===== config.mk =====
export PLATFORM = sky130hd
export DESIGN_NAME = param_register_file
export DESIGN_NICKNAME = d
export VERILOG_FILES = /design/src/rtl/rf_pkg.sv /design/src/rtl/param_register_file_reg.sv /design/src/rtl/param_register_file.sv
export SDC_FILE = /design/constraint.sdc
export NUM_CORES = 1
export LEC_CHECK = 0
export ABC_CLOCK_PERIOD_IN_PS = 1400
export CAP_MARGIN = 15
export CORE_MARGIN = 2
export CORE_UTILIZATION = 40
export DETAILED_ROUTE_END_ITERATION = 10
export DONT_BUFFER_PORTS = 1
export PLACE_DENSITY = 0.63
export SETUP_SLACK_MARGIN = 0.3
export SYNTH_ARGS = -nofsm -noshare
export SYNTH_HDL_FRONTEND = slang
export SYNTH_SLANG_ARGS = --single-unit

===== constraint.sdc =====
create_clock -name clk -period 1.4 [get_ports clk]
set_input_delay 0.14 -clock clk [delete_from_list [all_inputs] [get_ports clk]]
set_output_delay 0.14 -clock clk [all_outputs]
set_load 0.01 [all_outputs]

===== src/rtl/rf_pkg.sv =====
// -----------------------------------------------------------------------------
// rf_pkg
// Shared definitions for the parametrised register file: bit positions of the
// C, Z and N flags inside the flag register, and the flag vector type.
// -----------------------------------------------------------------------------
package rf_pkg;

  localparam int FLAG_C = 0;  // ALU carry
  localparam int FLAG_Z = 1;  // written value is zero
  localparam int FLAG_N = 2;  // written value is negative (sign bit)
  localparam int FLAG_W = 3;

  typedef logic [FLAG_W-1:0] flags_t;

endpackage


===== src/rtl/param_register_file_reg.sv =====
// -----------------------------------------------------------------------------
// param_register_file_reg
// Generic load-enabled storage register with synchronous active-high reset.
// Ports:
//   clk  in   clock, rising edge
//   rst  in   synchronous reset, clears out
//   ld   in   1 = capture in on this edge, 0 = hold
//   in   in   WORD_LENGTH data to capture
//   out  out  WORD_LENGTH stored value
// -----------------------------------------------------------------------------
module param_register_file_reg
  import rf_pkg::*;
#(
  parameter int WORD_LENGTH = 8
) (
  input  logic                   clk,
  input  logic                   rst,
  input  logic                   ld,
  input  logic [WORD_LENGTH-1:0] in,
  output logic [WORD_LENGTH-1:0] out
);

  logic [WORD_LENGTH-1:0] r_q;

  // Storage: reset clears, load captures, otherwise hold.
  always_ff @(posedge clk) begin
    if (rst) begin
      r_q <= {WORD_LENGTH{1'b0}};
    end else if (ld) begin
      r_q <= in;
    end else begin
      r_q <= r_q;
    end
  end

  assign out = r_q;

endmodule


===== src/rtl/param_register_file.sv =====
// -----------------------------------------------------------------------------
// param_register_file
// NUM_REGS x WORD_LENGTH accumulator register file with two registered read
// ports, one write port, optional write-to-read bypass, optional hardwired-zero
// register 0, and a registered {N,Z,C} flag register updated with writes.
// Ports:
//   clk, rst                 clock and synchronous active-high reset
//   read_en                  1 = load read_data1/2 this edge, 0 = hold
//   read_reg1/2              read addresses
//   read_data1/2             registered read data (1-cycle latency)
//   write_reg_en/write_reg/write_data   write port
//   flag_ld, carry_in        flag load strobe (qualified by write_reg_en), ALU carry
//   CZN_from_RF              registered flags: bit0 C, bit1 Z, bit2 N
// -----------------------------------------------------------------------------
module param_register_file
  import rf_pkg::*;
#(
  parameter int WORD_LENGTH = 8,
  parameter int NUM_REGS    = 4,
  parameter int ADDR_W      = $clog2(NUM_REGS),
  parameter int BYPASS      = 1,
  parameter int R0_ZERO     = 0
) (
  input  logic                   clk,
  input  logic                   rst,
  input  logic                   read_en,
  input  logic [ADDR_W-1:0]      read_reg1,
  input  logic [ADDR_W-1:0]      read_reg2,
  output logic [WORD_LENGTH-1:0] read_data1,
  output logic [WORD_LENGTH-1:0] read_data2,
  input  logic                   write_reg_en,
  input  logic [ADDR_W-1:0]      write_reg,
  input  logic [WORD_LENGTH-1:0] write_data,
  input  logic                   flag_ld,
  input  logic                   carry_in,
  output logic [2:0]             CZN_from_RF
);

  // One extra bit so NUM_REGS itself is representable even when it is a
  // power of two.
  localparam logic [ADDR_W:0] NUM_REGS_W = (ADDR_W+1)'(NUM_REGS);

  logic [WORD_LENGTH-1:0] w_acc [NUM_REGS];
  logic [NUM_REGS-1:0]    w_ld;
  logic                   w_wr_live;
  logic [WORD_LENGTH-1:0] w_rd1;
  logic [WORD_LENGTH-1:0] w_rd2;
  logic                   w_byp1;
  logic                   w_byp2;
  logic [WORD_LENGTH-1:0] r_rd1;
  logic [WORD_LENGTH-1:0] r_rd2;
  flags_t                 r_czn;

  // An address is "live" when it names a real register that can hold data;
  // a hardwired-zero register 0 is neither writable nor bypassable.
  function automatic logic addr_live(input logic [ADDR_W-1:0] a);
    return ({1'b0, a} < NUM_REGS_W) &&
           !((R0_ZERO != 0) && (a == {ADDR_W{1'b0}}));
  endfunction

  // Per-register load decode, purely combinational from the write port.
  always_comb begin
    w_wr_live = write_reg_en && addr_live(write_reg);
    w_ld      = {NUM_REGS{1'b0}};
    for (int i = 0; i < NUM_REGS; i++) begin
      w_ld[i] = w_wr_live && (write_reg == ADDR_W'(i));
    end
  end

  // Storage: one register instance per word; register 0 tied low when hardwired.
  for (genvar gi = 0; gi < NUM_REGS; gi++) begin : g_reg
    if ((R0_ZERO != 0) && (gi == 0)) begin : g_zero
      assign w_acc[gi] = {WORD_LENGTH{1'b0}};
    end else begin : g_inst
      param_register_file_reg #(
        .WORD_LENGTH(WORD_LENGTH)
      ) u_reg (
        .clk (clk),
        .rst (rst),
        .ld  (w_ld[gi]),
        .in  (write_data),
        .out (w_acc[gi])
      );
    end
  end

  // Read muxes as AND-OR trees; out-of-range addresses select nothing and
  // therefore read 0. Bypass only applies to live addresses.
  always_comb begin
    w_rd1 = {WORD_LENGTH{1'b0}};
    w_rd2 = {WORD_LENGTH{1'b0}};
    for (int i = 0; i < NUM_REGS; i++) begin
      w_rd1 = w_rd1 | (w_acc[i] & {WORD_LENGTH{read_reg1 == ADDR_W'(i)}});
      w_rd2 = w_rd2 | (w_acc[i] & {WORD_LENGTH{read_reg2 == ADDR_W'(i)}});
    end
    w_byp1 = (BYPASS != 0) && w_wr_live && (write_reg == read_reg1);
    w_byp2 = (BYPASS != 0) && w_wr_live && (write_reg == read_reg2);
  end

  // Registered read ports: load on read_en, otherwise hold.
  always_ff @(posedge clk) begin
    if (rst) begin
      r_rd1 <= {WORD_LENGTH{1'b0}};
      r_rd2 <= {WORD_LENGTH{1'b0}};
    end else if (read_en) begin
      r_rd1 <= w_byp1 ? write_data : w_rd1;
      r_rd2 <= w_byp2 ? write_data : w_rd2;
    end else begin
      r_rd1 <= r_rd1;
      r_rd2 <= r_rd2;
    end
  end

  // Flags follow the ALU result even when the write address was rejected.
  always_ff @(posedge clk) begin
    if (rst) begin
      r_czn <= {FLAG_W{1'b0}};
    end else if (write_reg_en && flag_ld) begin
      r_czn[FLAG_C] <= carry_in;
      r_czn[FLAG_Z] <= (write_data == {WORD_LENGTH{1'b0}});
      r_czn[FLAG_N] <= write_data[WORD_LENGTH-1];
    end else begin
      r_czn <= r_czn;
    end
  end

  assign read_data1  = r_rd1;
  assign read_data2  = r_rd2;
  assign CZN_from_RF = r_czn;

endmodule


# Word level (Yosys, flattened, before mapping)

Cells that the tools add are included.

Flip-flop bits (word level): 51
Input bits: 20
Output and inout port bits: 19
Logic and storage cells: 45

Eq/ne operators: 11
Muxes and demuxes: 2
Bitwise gates (word level): 14
Reductions and logical operators: 11

Operators with widths:

| kind               | number |
|---|---|
| $and 8x8->8        | 8 |
| $or 8x8->8         | 6 |
| $mux 8             | 2 |
| $eq 2x2->1 const B | 6 |
| $logic_not 8->1    | 1 |
| $logic_and 1x1->1  | 7 |
| $eq 2x1->1 const B | 3 |
| $logic_not 2->1    | 3 |
| $eq 2x2->1         | 2 |

# Depth between registers and ports, before layout

Gate-level depths: netlist of the first run.

Word-level depth: 6
Mapped depth: 5
Mapped depth without buffers: 3

# Modules after synthesis

Synthesis of the first run repeated with hierarchy kept, for this count alone.

Cells, all modules: 243
Area, all modules: 2663.8 µm²

Modules (own cells, without submodules):

| module                  | times used | cells an instance | area an instance (µm²) | sequential area each (µm²) |
|---|---|---|---|---|
| param_register_file     | 1          | 139               | 1522.7                 | 380.4 |
| param_register_file_reg | 4          | 26                | 285.3                  | 160.2 |

# Worst setup path after synthesis of the first run

OpenSTA, ideal clock, no wires.

Path kind: input port to flip-flop
Start point: input port read_reg2[0]
End point: register r_rd2[4] (netlist: read_data2[4])
Setup time: 137 ps
Data arrival time: 999 ps
Data required time: 1263 ps
Slack: 264 ps
Cell stages on the path: 4
Buffers on the path: 1
Cell sequence: buf_6 -> mux4_2 -> o31ai_1 -> a311oi_2

Cells in the longest elaborated chain, start to end: 6
Elaborated cells between the ends (all ways): 14
Those cells by class: eq/ne: 4; mux: 1; bitwise: 7; reduce/logical: 2

RTL lines:

| element                                              | RTL line                   | text |
|---|---|---|
| from (decl)                                          | param_register_file.sv:28  | `input logic [ADDR_W-1:0] read_reg2,` |
| $eq 2x1->1 / $logic_not 2->1 (equally long branches) | param_register_file.sv:94  | `w_rd2 = w_rd2 \| (w_acc[i] & {WORD_LENGTH{read_reg2 == ADDR_W'(i)}});` |
| $and 8x8->8                                          | param_register_file.sv:94  |  |
| $or 8x8->8 (3 in a row)                              | param_register_file.sv:94  |  |
| $mux 8 (*)                                           | param_register_file.sv:107 | `r_rd2 <= w_byp2 ? write_data : w_rd2;` |
| to (signal assigned)                                 | param_register_file.sv:104 | `r_rd2 <= {WORD_LENGTH{1'b0}};` |
| to (signal assigned)                                 | param_register_file.sv:107 |  |
| to (signal assigned)                                 | param_register_file.sv:110 | `r_rd2 <= r_rd2;` |
| to (decl)                                            | param_register_file.sv:51  | `logic [WORD_LENGTH-1:0] r_rd2;` |

Every way passes the cells marked *; elsewhere a longest branch is shown, timed or not.
A chain may end at the register's enable or synchronous reset.

# Worst setup path in the final report of the first run

Start point: register g_reg[3].g_inst.u_reg.r_q[5]
End point: register r_rd2[5] (netlist: read_data2[5])

Cells in the longest elaborated chain, start to end: 3

RTL lines:

| element                | RTL line                      | text |
|---|---|---|
| from (decl)            | param_register_file_reg.sv:23 | `logic [WORD_LENGTH-1:0] r_q;` |
| from (signal assigned) | param_register_file_reg.sv:28 | `r_q <= {WORD_LENGTH{1'b0}};` |
| from (signal assigned) | param_register_file_reg.sv:30 | `r_q <= in;` |
| from (signal assigned) | param_register_file_reg.sv:32 | `r_q <= r_q;` |
| $and 8x8->8            | param_register_file.sv:94     |  |
| $or 8x8->8             | param_register_file.sv:94     |  |
| $mux 8                 | param_register_file.sv:107    |  |

Every way passes these cells.

==> flow_summary_export.csv, run 1 <==
group,metric,value,unit
run_status,status,"finished with violations",
run_status,violations,"negative hold slack",
synthesis,yosys_register_bits,51,
global_routing,grt.total_usage,17.0,%
placed_design,portBuffers,0,
setup_path,path_cells,"mux4_2, o31ai_4, a311oi_2",
sta,slew_headroom,59.3,%
setup_path,crit_path_max_fanout,3,
clocking,htree_num_levels,2,
layout,final_cell_area,2790,µm²
synthesis,synth-xor-area-share,5.13,%
setup_path,crit_buf_inv,0,
clocking,cts_root_buffer,"clkbuf_8",
layout,drive_above_1_share,26.8,%
sta,setup_viol,0,
pwr,p_switching,0.000721,W
layout,antennaDiodeCount,0,
clocking,numCtsBuffers,5,
synthesis,yosys.area_share.simple,12.9,%
setup_path,r2r_cells,3,
clocking,insertion_delay,300,ps
job,cap_violations,0,
sta,fmax,858,MHz
clocking,cts_tree,"done",
synthesis,synth_top_family_by_area,"multiplexers",
sta,worstMarginPinSlew,610,ps
sta,min_period_over_period,83.3,%
layout,nFillCells,645,
die,die_h,87.0,µm
pwr,leakage,1.03,nW
synthesis,synth_area,2760,µm²
layout,final_nets,250,
setup_path,cp.required,1590,ps
setup_path,r2r_slack,230,ps
synthesis,synthCells,243,
detailed_routing,drtAntennaViolNets,0,
layout,instances_no_fill,311,
worst_hold_path,hold_class,"in -> reg",
clocking,cts_setup_buffers,0,
die,num_rows,30,
setup_path,cp.arrival,1350,ps
sta,whs,-108,ps
placed_design,hpwl,4.24,mm
setup_path,crit_type,"reg -> reg",
die,ios,39,
setup_path,worst_setup_path_end_kind,"register",
detailed_routing,drc,0,
pwr,swShare,26.3,%
pwr,powerDensity,983,nW/µm²
clocking,path_clk_slew,100,ps
sta,rsz0062_at_grt,"yes",
clocking,clk_path_buf_depth,2,
setup_path,cp-start-kind,"register",
layout,layout_common_cells,"nor2_1, dfxtp_1, mux2i_1",
synthesis,syn_nets,263,
synthesis,yosys.area_share.adder,0,%
pwr,p_int,0.00203,W
detailed_routing,wl,6.13,mm
sta,clock_skew,5.63,ps
sta,layout_min_cycle_time,1170,ps
detailed_routing,drt_iter0_markers,98,
synthesis,synthMuxAreaShare,24.7,%
placed_design,gp_congestion,0.761,
sta,tns,0,ps
global_routing,grt_overflow,0,
global_routing,grt_pass1_vias,1831,
pwr,seqPwrFrac,57.3,%
setup_path,cp_slowest_cell,"mux4_2",
detailed_routing,vias,1875,
die,initial_utilization,41.0,%
detailed_routing,dr.pass1.iters,4,
global_routing,antenna_found_initial,0,
die,core-area,6720,µm²
sta,hold_viol,51,
clocking,cts.sinks,51,
global_routing,grt_max_degree,52,
die,die_w,87.0,µm
synthesis,avgSynthCellArea,11.3,µm²
setup_path,slowest_delay,510,ps
layout,area_growth,1.32,%
setup_path,crit_family,"multiplexers",
pwr,peakVddDrop,0.469,mV
detailed_routing,vias_per_cell,6.03,
sta,slew_violations,0,
pwr,pwr-share-comb,11.7,%
synthesis,yosys_warnings,0,
placed_design,placed_cell_area,2650,µm²
pwr,power_frac_clock,31.0,%
global_routing,grt_pass1_wl,9.92,mm
worst_hold_path,holdPathStages,1,
layout,layout_commonest_cell,"nor2_1",
synthesis,ys_types,25,
placed_design,dpl.cell_count,303,
die,dieArea,7570,µm²
detailed_routing,drt-wirelength-per-cell,19.7,µm
synthesis,synth_compound_area_share,11.8,%
layout,utilization,41.6,%
setup_path,cp.depth,3,
synthesis,ys_seq_area_share,37.0,%
## state kept, by name (all words and copies together) (netlist names)
register	cells
g.g_inst.u_reg.out	32
read_data1	8
CZN_from_RF	3
read_data2	8
## cell usage after synthesis
| master | count | share of area (%) |
|---|---|---|
| buf_6 | 4 | 1.6 |
| inv_1 | 1 | 0.14 |
| clkbuf_8 | 10 | 5.0 |
| xor2_4 | 1 | 1.0 |
| nor4_1 | 2 | 0.45 |
| o31ai_1 | 16 | 4.4 |
| clkbuf_1 | 3 | 0.41 |
| buf_2 | 3 | 0.54 |
| dfxtp_1 | 51 | 37 |
| nand3_1 | 2 | 0.36 |
| nand3b_1 | 2 | 0.54 |
| a21oi_1 | 3 | 0.54 |
| xor2_2 | 3 | 1.8 |
| clkbuf_2 | 1 | 0.18 |
| nand4_1 | 17 | 3.9 |
| mux4_2 | 16 | 13 |
| nor2_1 | 48 | 6.5 |
| buf_4 | 2 | 0.54 |
| xnor2_2 | 4 | 2.4 |
| nor3b_1 | 1 | 0.27 |
| nand3_2 | 1 | 0.36 |
| a311oi_1 | 8 | 2.5 |
| mux2i_1 | 32 | 12 |
| a311oi_2 | 8 | 4.4 |
| nand2_1 | 4 | 0.54 |
## worst reg2reg max path, stage by stage (launching register included)
cell      delay [ps]
dfxtp_2          330
mux4_2           510
o31ai_4           90
a311oi_2         120
## kinds of logic after synthesis
logic type | after synthesis
flops | 51
xor+xnor | 8
mux | 48
buf+inv | 24
compound gates | 35
simple gates | 77
## routing by layer
| metal | track usage, % | share of wire [%] |
|---|---|---|
| met1 | 22.3 | 45 |
| met2 | 27.6 | 48 |
| met3 | 4.74 | 6.2 |
| met4 | 4.26 | 1.1 |
| met5 | 0 | 0 |
## power groups by stage
| stage | registers [W] | clock network [W] | logic, W |
|---|---|---|---|
| 2_1_floorplan | 0.00159 | 0 | 0.000382 |
| 3_3_place_gp | 0.00160 | 0 | 0.000304 |
| 3_5_place_dp | 0.00161 | 0 | 0.000308 |
| 4_1_cts | 0.00157 | 0.000876 | 0.000319 |
| 5_1_grt | 0.00158 | 0.000927 | 0.000352 |
| 6_report | 0.00157 | 0.000851 | 0.000323 |
## path summary, 6_finish.rpt
path | startpoint | to
setup / recovery | g_reg[3].g_inst.u_reg.out[5]$_SDFFE_PP0P_ | read_data2[5]$_SDFFE_PP0P_
setup reg to reg | g_reg[3].g_inst.u_reg.out[5]$_SDFFE_PP0P_ | read_data2[5]$_SDFFE_PP0P_
hold reg to reg | CZN_from_RF[0]$_SDFFE_PP0P_ | CZN_from_RF[0]$_SDFFE_PP0P_
hold / removal | rst | g_reg[1].g_inst.u_reg.out[7]$_SDFFE_PP0P_
## stage by stage
stage	setup slack (ps)	power (W)
after floorplan	301	0.00197
after global placement	239	0.00191
after detailed placement	217	0.00191
after CTS	236	0.00277
after global routing	195	0.00286
final	234	0.00275
## timing repair
action                                 4_1_cts  5_1_grt
endpoints found under the hold margin       51       51
pin swaps                                    7        7
gates resized for setup                     13        6
setup endpoints to repair                   16       16
gates cloned                                 0        0
## final cells by class
type,instances,area (µm²),area share [%]
timing repair buffer,3,22.5,0.806
clock buffer,5,68.8,2.46
clock inverter,3,20.0,0.717
sequential,51,1040,37.1
tap,80,100,3.58
multi-input combinational,168,1540,55.2
inverter,1,3.75,0.134
Power figures use the tool's default switching activity.
==> inputs of run 2 (changes only) <==
ABC_CLOCK_PERIOD_IN_PS = 1190   (was 1400)
clock period = 1.19 ns   (was 1.4 ns; I/O delays follow)
==> run 2 against run 1 <==
The flow still finishes with violations (negative hold slack). Via count down 0.91%. Core utilization grew 1.1 points. Register-to-register slack worse by 210 ps. Clock skew down 3.5 ps. Clock-buffer cell count increased by 1. Critical path depth did not move. Sequential power increased by 18%. Hold slack worse by 19 ps. Clock power increased by 39%. Non-clock buffer count rose by 1. Highest routed layer unchanged.
==> flow_summary_export.csv, run 2 (synthesized netlist as in run 1, its figures left out) <==
group,metric,value,unit
pwr,leakage,1.05,nW
clocking,path_clk_slew,90,ps
setup_path,critPathCapture,"read_data2[6]$_SDFFE_PP0P_",
job,cap_violations,0,
die,die_w,87.0,µm
setup_path,slowest_delay,510,ps
die,core-area,6720,µm²
detailed_routing,drtAntennaViolNets,0,
setup_path,crit_family,"multiplexers",
global_routing,grt_overflow,0,
setup_path,worst_setup_path_end_kind,"register",
detailed_routing,drt-wirelength-per-cell,19.5,µm
clocking,clk_path_buf_depth,2,
placed_design,gp_congestion,0.822,
setup_path,r2r_slack,20,ps
clocking,cts.sinks,51,
layout,area_growth,4.04,%
detailed_routing,vias_per_cell,5.97,
clocking,htree_num_levels,2,
setup_path,r2r-end,"read_data2[6]$_SDFFE_PP0P_",
setup_path,cp-startpoint,"g_reg[3].g_inst.u_reg.out[6]$_SDFFE_PP0P_",
pwr,total_power,0.00342,W
global_routing,grt.total_usage,16.7,%
die,num_rows,30,
placed_design,dpl.cell_count,304,
run_status,status,"finished with violations",
sta,min_period_over_period,98.3,%
setup_path,cp.arrival,1360,ps
die,die_h,87.0,µm
detailed_routing,vias,1858,
placed_design,portBuffers,0,
layout,drive_above_1_share,29.0,%
detailed_routing,wl,6.06,mm
layout,antennaDiodeCount,0,
setup_path,cp.required,1380,ps
global_routing,grt_max_degree,52,
setup_path,r2r_start,"g_reg[3].g_inst.u_reg.out[6]$_SDFFE_PP0P_",
layout,final_cell_area,2870,µm²
die,ios,39,
global_routing,grt_pass1_vias,1768,
sta,slew_headroom,52.0,%
clocking,cts_setup_buffers,0,
sta,worstMarginPinSlew,720,ps
setup_path,crit_path_max_fanout,3,
placed_design,hpwl,4.18,mm
layout,nFillCells,618,
sta,setup_viol,0,
clocking,cts_root_buffer,"clkbuf_8",
placed_design,placed_cell_area,2730,µm²
sta,slew_violations,0,
clocking,cts_tree,"done",
run_status,violations,"negative hold slack",
pwr,powerDensity,1190,nW/µm²
setup_path,crit_type,"reg -> reg",
setup_path,path_cells,"mux4_2, o31ai_4, a311oi_2",
sta,hold_viol,51,
setup_path,cp-start-kind,"register",
setup_path,cp.depth,3,
sta,rsz0062_at_grt,"yes",
setup_path,r2r_cells,3,
clocking,numCtsBuffers,5,
setup_path,cp_slowest_cell,"mux4_2",
layout,final_nets,251,
layout,largest_reg_flops,32,
detailed_routing,dr.pass1.iters,4,
global_routing,antenna_found_initial,0,
detailed_routing,drc,0,
layout,layout_commonest_cell,"nor2_1",
global_routing,grt_pass1_wl,9.80,mm
die,initial_utilization,41.0,%
sta,fmax,855,MHz
die,dieArea,7570,µm²
clocking,insertion_delay,310,ps
detailed_routing,drt_iter0_markers,105,
sta,clock_skew,2.11,ps
sta,whs,-127,ps
setup_path,crit_buf_inv,0,
layout,instances_no_fill,311,
pwr,peakVddDrop,0.413,mV
sta,layout_min_cycle_time,1170,ps
worst_hold_path,hold_class,"in -> reg",
layout,layout_common_cells,"nor2_1, dfxtp_1, mux2i_1",
run 2: cell types whose count changed in the layout (fill, tap and decap cells not counted), sizes merged:
cell      delta
clkinv       -1
clkinvlp     -2
clkbuf       +1
buf          +1
bufinv       +1
run 2: final cells by class:
type / instances / area [µm²] / share of cell area (%)
Tap cell: 80 / 100 / 3.49
Multi-Input combinational cell: 168 / 1600 / 55.6
Clock inverter: 1 / 30.0 / 1.05
Timing Repair Buffer: 4 / 30.0 / 1.05
Sequential cell: 51 / 1040 / 36.1
Inverter: 1 / 3.75 / 0.131
Clock buffer: 6 / 72.6 / 2.53
run 2: worst min-delay path by stage:
stage | startpoint | to | slack, ps | cells after the start
5_1_grt | rst | g_reg[3].g_inst.u_reg.out[0]$_SDFFE_PP0P_ | -150 | 1
4_1_cts | rst | g_reg[3].g_inst.u_reg.out[0]$_SDFFE_PP0P_ | -140 | 1
3_3_place_gp | rst | CZN_from_RF[2]$_SDFFE_PP0P_ | 190 | 1
3_5_place_dp | rst | read_data2[7]$_SDFFE_PP0P_ | 190 | 1
2_1_floorplan | write_data[0] | g_reg[1].g_inst.u_reg.out[0]$_SDFFE_PP0P_ | 260 | 2
6_report | rst | g_reg[3].g_inst.u_reg.out[1]$_SDFFE_PP0P_ | -130 | 1
run 2: report_power, final:
part           total, W  internal [W]  switching (W)
registers       0.00185       0.00178      0.0000667
clock network   0.00118      0.000617       0.000561
logic          0.000397      0.000200       0.000197
run 2: stage by stage:
stage | setup WS (ps) | hold slack, ps | TNS [ps] | util (%)
2_1_floorplan | 112 | 263 | 0 | -
3_3_place_gp | 42.1 | 193 | 0 | 40.6
3_5_place_dp | 30.0 | 194 | 0 | 40.6
4_1_cts | 22.1 | -140 | 0 | 42.3
5_1_grt | -19.1 | -146 | -64.8 | 42.7
6_report | 20.0 | -127 | 0 | 42.7
run 2: timing repair:
action                     4_1_cts  5_1_grt
gates resized for setup          9        7
pin swaps                       14        7
setup endpoints to repair       16       16
hold endpoints to repair        51       51
run 2: metal layers:
metal,part of all wire (%),GRT usage (%)
met1,47,23.3
met2,46,25.7
met3,6.1,4.74
met4,1.0,3.84
met5,0,0
==> inputs of run 3 (changes only) <==
PLACE_DENSITY = 0.64   (was 0.63)
==> run 3 against run 2 <==
The flow still finishes with violations (negative hold slack). Total power fell by 4.5%. Register-to-register slack improved by 20 ps. Combinational power is essentially flat.
==> flow_summary_export.csv, run 3 (synthesized netlist as in run 1, its figures left out) <==
group,metric,value,unit
run_status,status,"finished with violations",
run_status,violations,"negative hold slack",
worst_hold_path,whs_endpoint,"read_data2[2]$_SDFFE_PP0P_",
clocking,cts_root_buffer,"clkbuf_8",
die,core-area,6720,µm²
layout,antennaDiodeCount,0,
global_routing,grt_max_degree,52,
detailed_routing,vias,1845,
die,die_h,87.0,µm
setup_path,crit_buf_inv,0,
clocking,htree_num_levels,2,
die,dieArea,7570,µm²
placed_design,hpwl,4.17,mm
worst_hold_path,hold_class,"in -> reg",
detailed_routing,drt-wirelength-per-cell,18.9,µm
sta,whs,-136,ps
detailed_routing,drt_iter0_markers,53,
global_routing,grt_pass1_vias,1769,
layout,layout_commonest_cell,"nor2_1",
sta,layout_min_cycle_time,1150,ps
sta,worstMarginPinSlew,645,ps
detailed_routing,dr.pass1.iters,6,
layout,area_growth,3.90,%
worst_hold_path,worstHoldStart,"rst",
pwr,leakage,1.05,nW
setup_path,r2r-end,"read_data2[0]$_SDFFE_PP0P_",
clocking,path_clk_slew,100,ps
die,num_rows,30,
sta,slew_violations,0,
placed_design,pre_cts_slack,45.6,ps
pwr,peakVddDrop,0.399,mV
sta,min_period_over_period,96.9,%
placed_design,portBuffers,0,
layout,final_nets,253,
placed_design,gp_congestion,0.794,
pwr,total_power,0.00327,W
setup_path,cp.required,1390,ps
detailed_routing,vias_per_cell,5.88,
sta,setup_viol,0,
detailed_routing,drc,0,
setup_path,worst_setup_path_end_kind,"register",
setup_path,r2r_slack,40,ps
sta,hold_viol,51,
detailed_routing,drtAntennaViolNets,0,
clocking,numCtsBuffers,5,
setup_path,crit_type,"reg -> reg",
setup_path,cp.depth,3,
global_routing,grt.total_usage,16.3,%
setup_path,r2r_start,"g_reg[3].g_inst.u_reg.out[0]$_SDFFE_PP0P_",
die,die_w,87.0,µm
layout,largest_reg_flops,32,
setup_path,cp-start-kind,"register",
global_routing,grt_overflow,0,
clocking,insertion_delay,310,ps
sta,rsz0062_at_grt,"yes",
setup_path,slowest_delay,510,ps
setup_path,crit_path_max_fanout,3,
job,cap_violations,0,
layout,nFillCells,635,
sta,slew_headroom,57.0,%
clocking,cts_tree,"done",
die,initial_utilization,41.0,%
layout,layout_common_cells,"nor2_1, dfxtp_1, mux2i_1",
die,ios,39,
setup_path,cp.arrival,1350,ps
setup_path,crit_family,"multiplexers",
global_routing,grt_pass1_wl,9.45,mm
global_routing,antenna_found_initial,0,
clocking,cts.sinks,51,
layout,drive_above_1_share,30.3,%
setup_path,path_cells,"mux4_2, o31ai_4, a311oi_2",
setup_path,cp_slowest_cell,"mux4_2",
setup_path,r2r_cells,3,
clocking,clk_path_buf_depth,2,
sta,clock_skew,5.87,ps
worst_hold_path,holdPathStages,1,
sta,setup_ws,37.0,ps
detailed_routing,wl,5.93,mm
pwr,powerDensity,1140,nW/µm²
sta,fmax,867,MHz
run 3: routing by layer:
layer,GRT usage [%],wire length (µm),vias up
met5,0,0,-
met4,5.11,72,0
met3,4.74,308,6
met2,26.3,2920,40
met1,20.9,2630,900
li1,-,-,899
run 3: final cells by class:
class,count,area (µm²),share of cell area (%)
flip-flops and latches,51,1040,36.2
inverters,1,3.75,0.131
clock inverters,3,23.8,0.830
clock buffers,5,68.8,2.40
repair buffers,6,45.0,1.57
multi-input cells,168,1590,55.3
well taps,80,100,3.49
run 3: report_power, final:
part	total, W	internal [W]	switching (W)	leakage (nW)
Sequential	0.00185	0.00178	0.0000650	0.423
Clock	0.00103	0.000421	0.000608	0.0408
Combinational	0.000394	0.000201	0.000193	0.589
run 3: worst max path at each step:
stage	slack, ps	from	to
floorplan	110	g_reg[3].g_inst.u_reg.out[4]$_SDFFE_PP0P_	read_data2[4]$_SDFFE_PP0P_
global placement	50	g_reg[3].g_inst.u_reg.out[4]$_SDFFE_PP0P_	read_data1[4]$_SDFFE_PP0P_
detailed placement	50	g_reg[3].g_inst.u_reg.out[4]$_SDFFE_PP0P_	read_data2[4]$_SDFFE_PP0P_
CTS	40	g_reg[3].g_inst.u_reg.out[2]$_SDFFE_PP0P_	read_data1[2]$_SDFFE_PP0P_
global route	-4	g_reg[3].g_inst.u_reg.out[0]$_SDFFE_PP0P_	read_data2[0]$_SDFFE_PP0P_
finish	40	g_reg[3].g_inst.u_reg.out[0]$_SDFFE_PP0P_	read_data2[0]$_SDFFE_PP0P_
run 3: repair_timing:
action                                 in CTS  in global routing
buffers inserted                            1                  1
pin swaps                                  13                  7
gates resized for setup                     9                  7
setup endpoints to repair                  16                 16
endpoints found under the hold margin      51                 51
run 3: through the flow:
| step | utilization (%) | hold slack [ps] | instance area, µm² | setup TNS [ps] | instances |
|---|---|---|---|---|---|
| after floorplan | - | 263 | 2860 | 0 | 243 |
| after global placement | 40.6 | 192 | 2730 | 0 | 304 |
| after detailed placement | 40.6 | 193 | 2730 | 0 | 304 |
| after CTS | 42.3 | -150 | 2840 | 0 | 313 |
| after global routing | 42.6 | -157 | 2870 | -6.15 | 314 |
| final | 42.6 | -136 | 2870 | 0 | 314 |
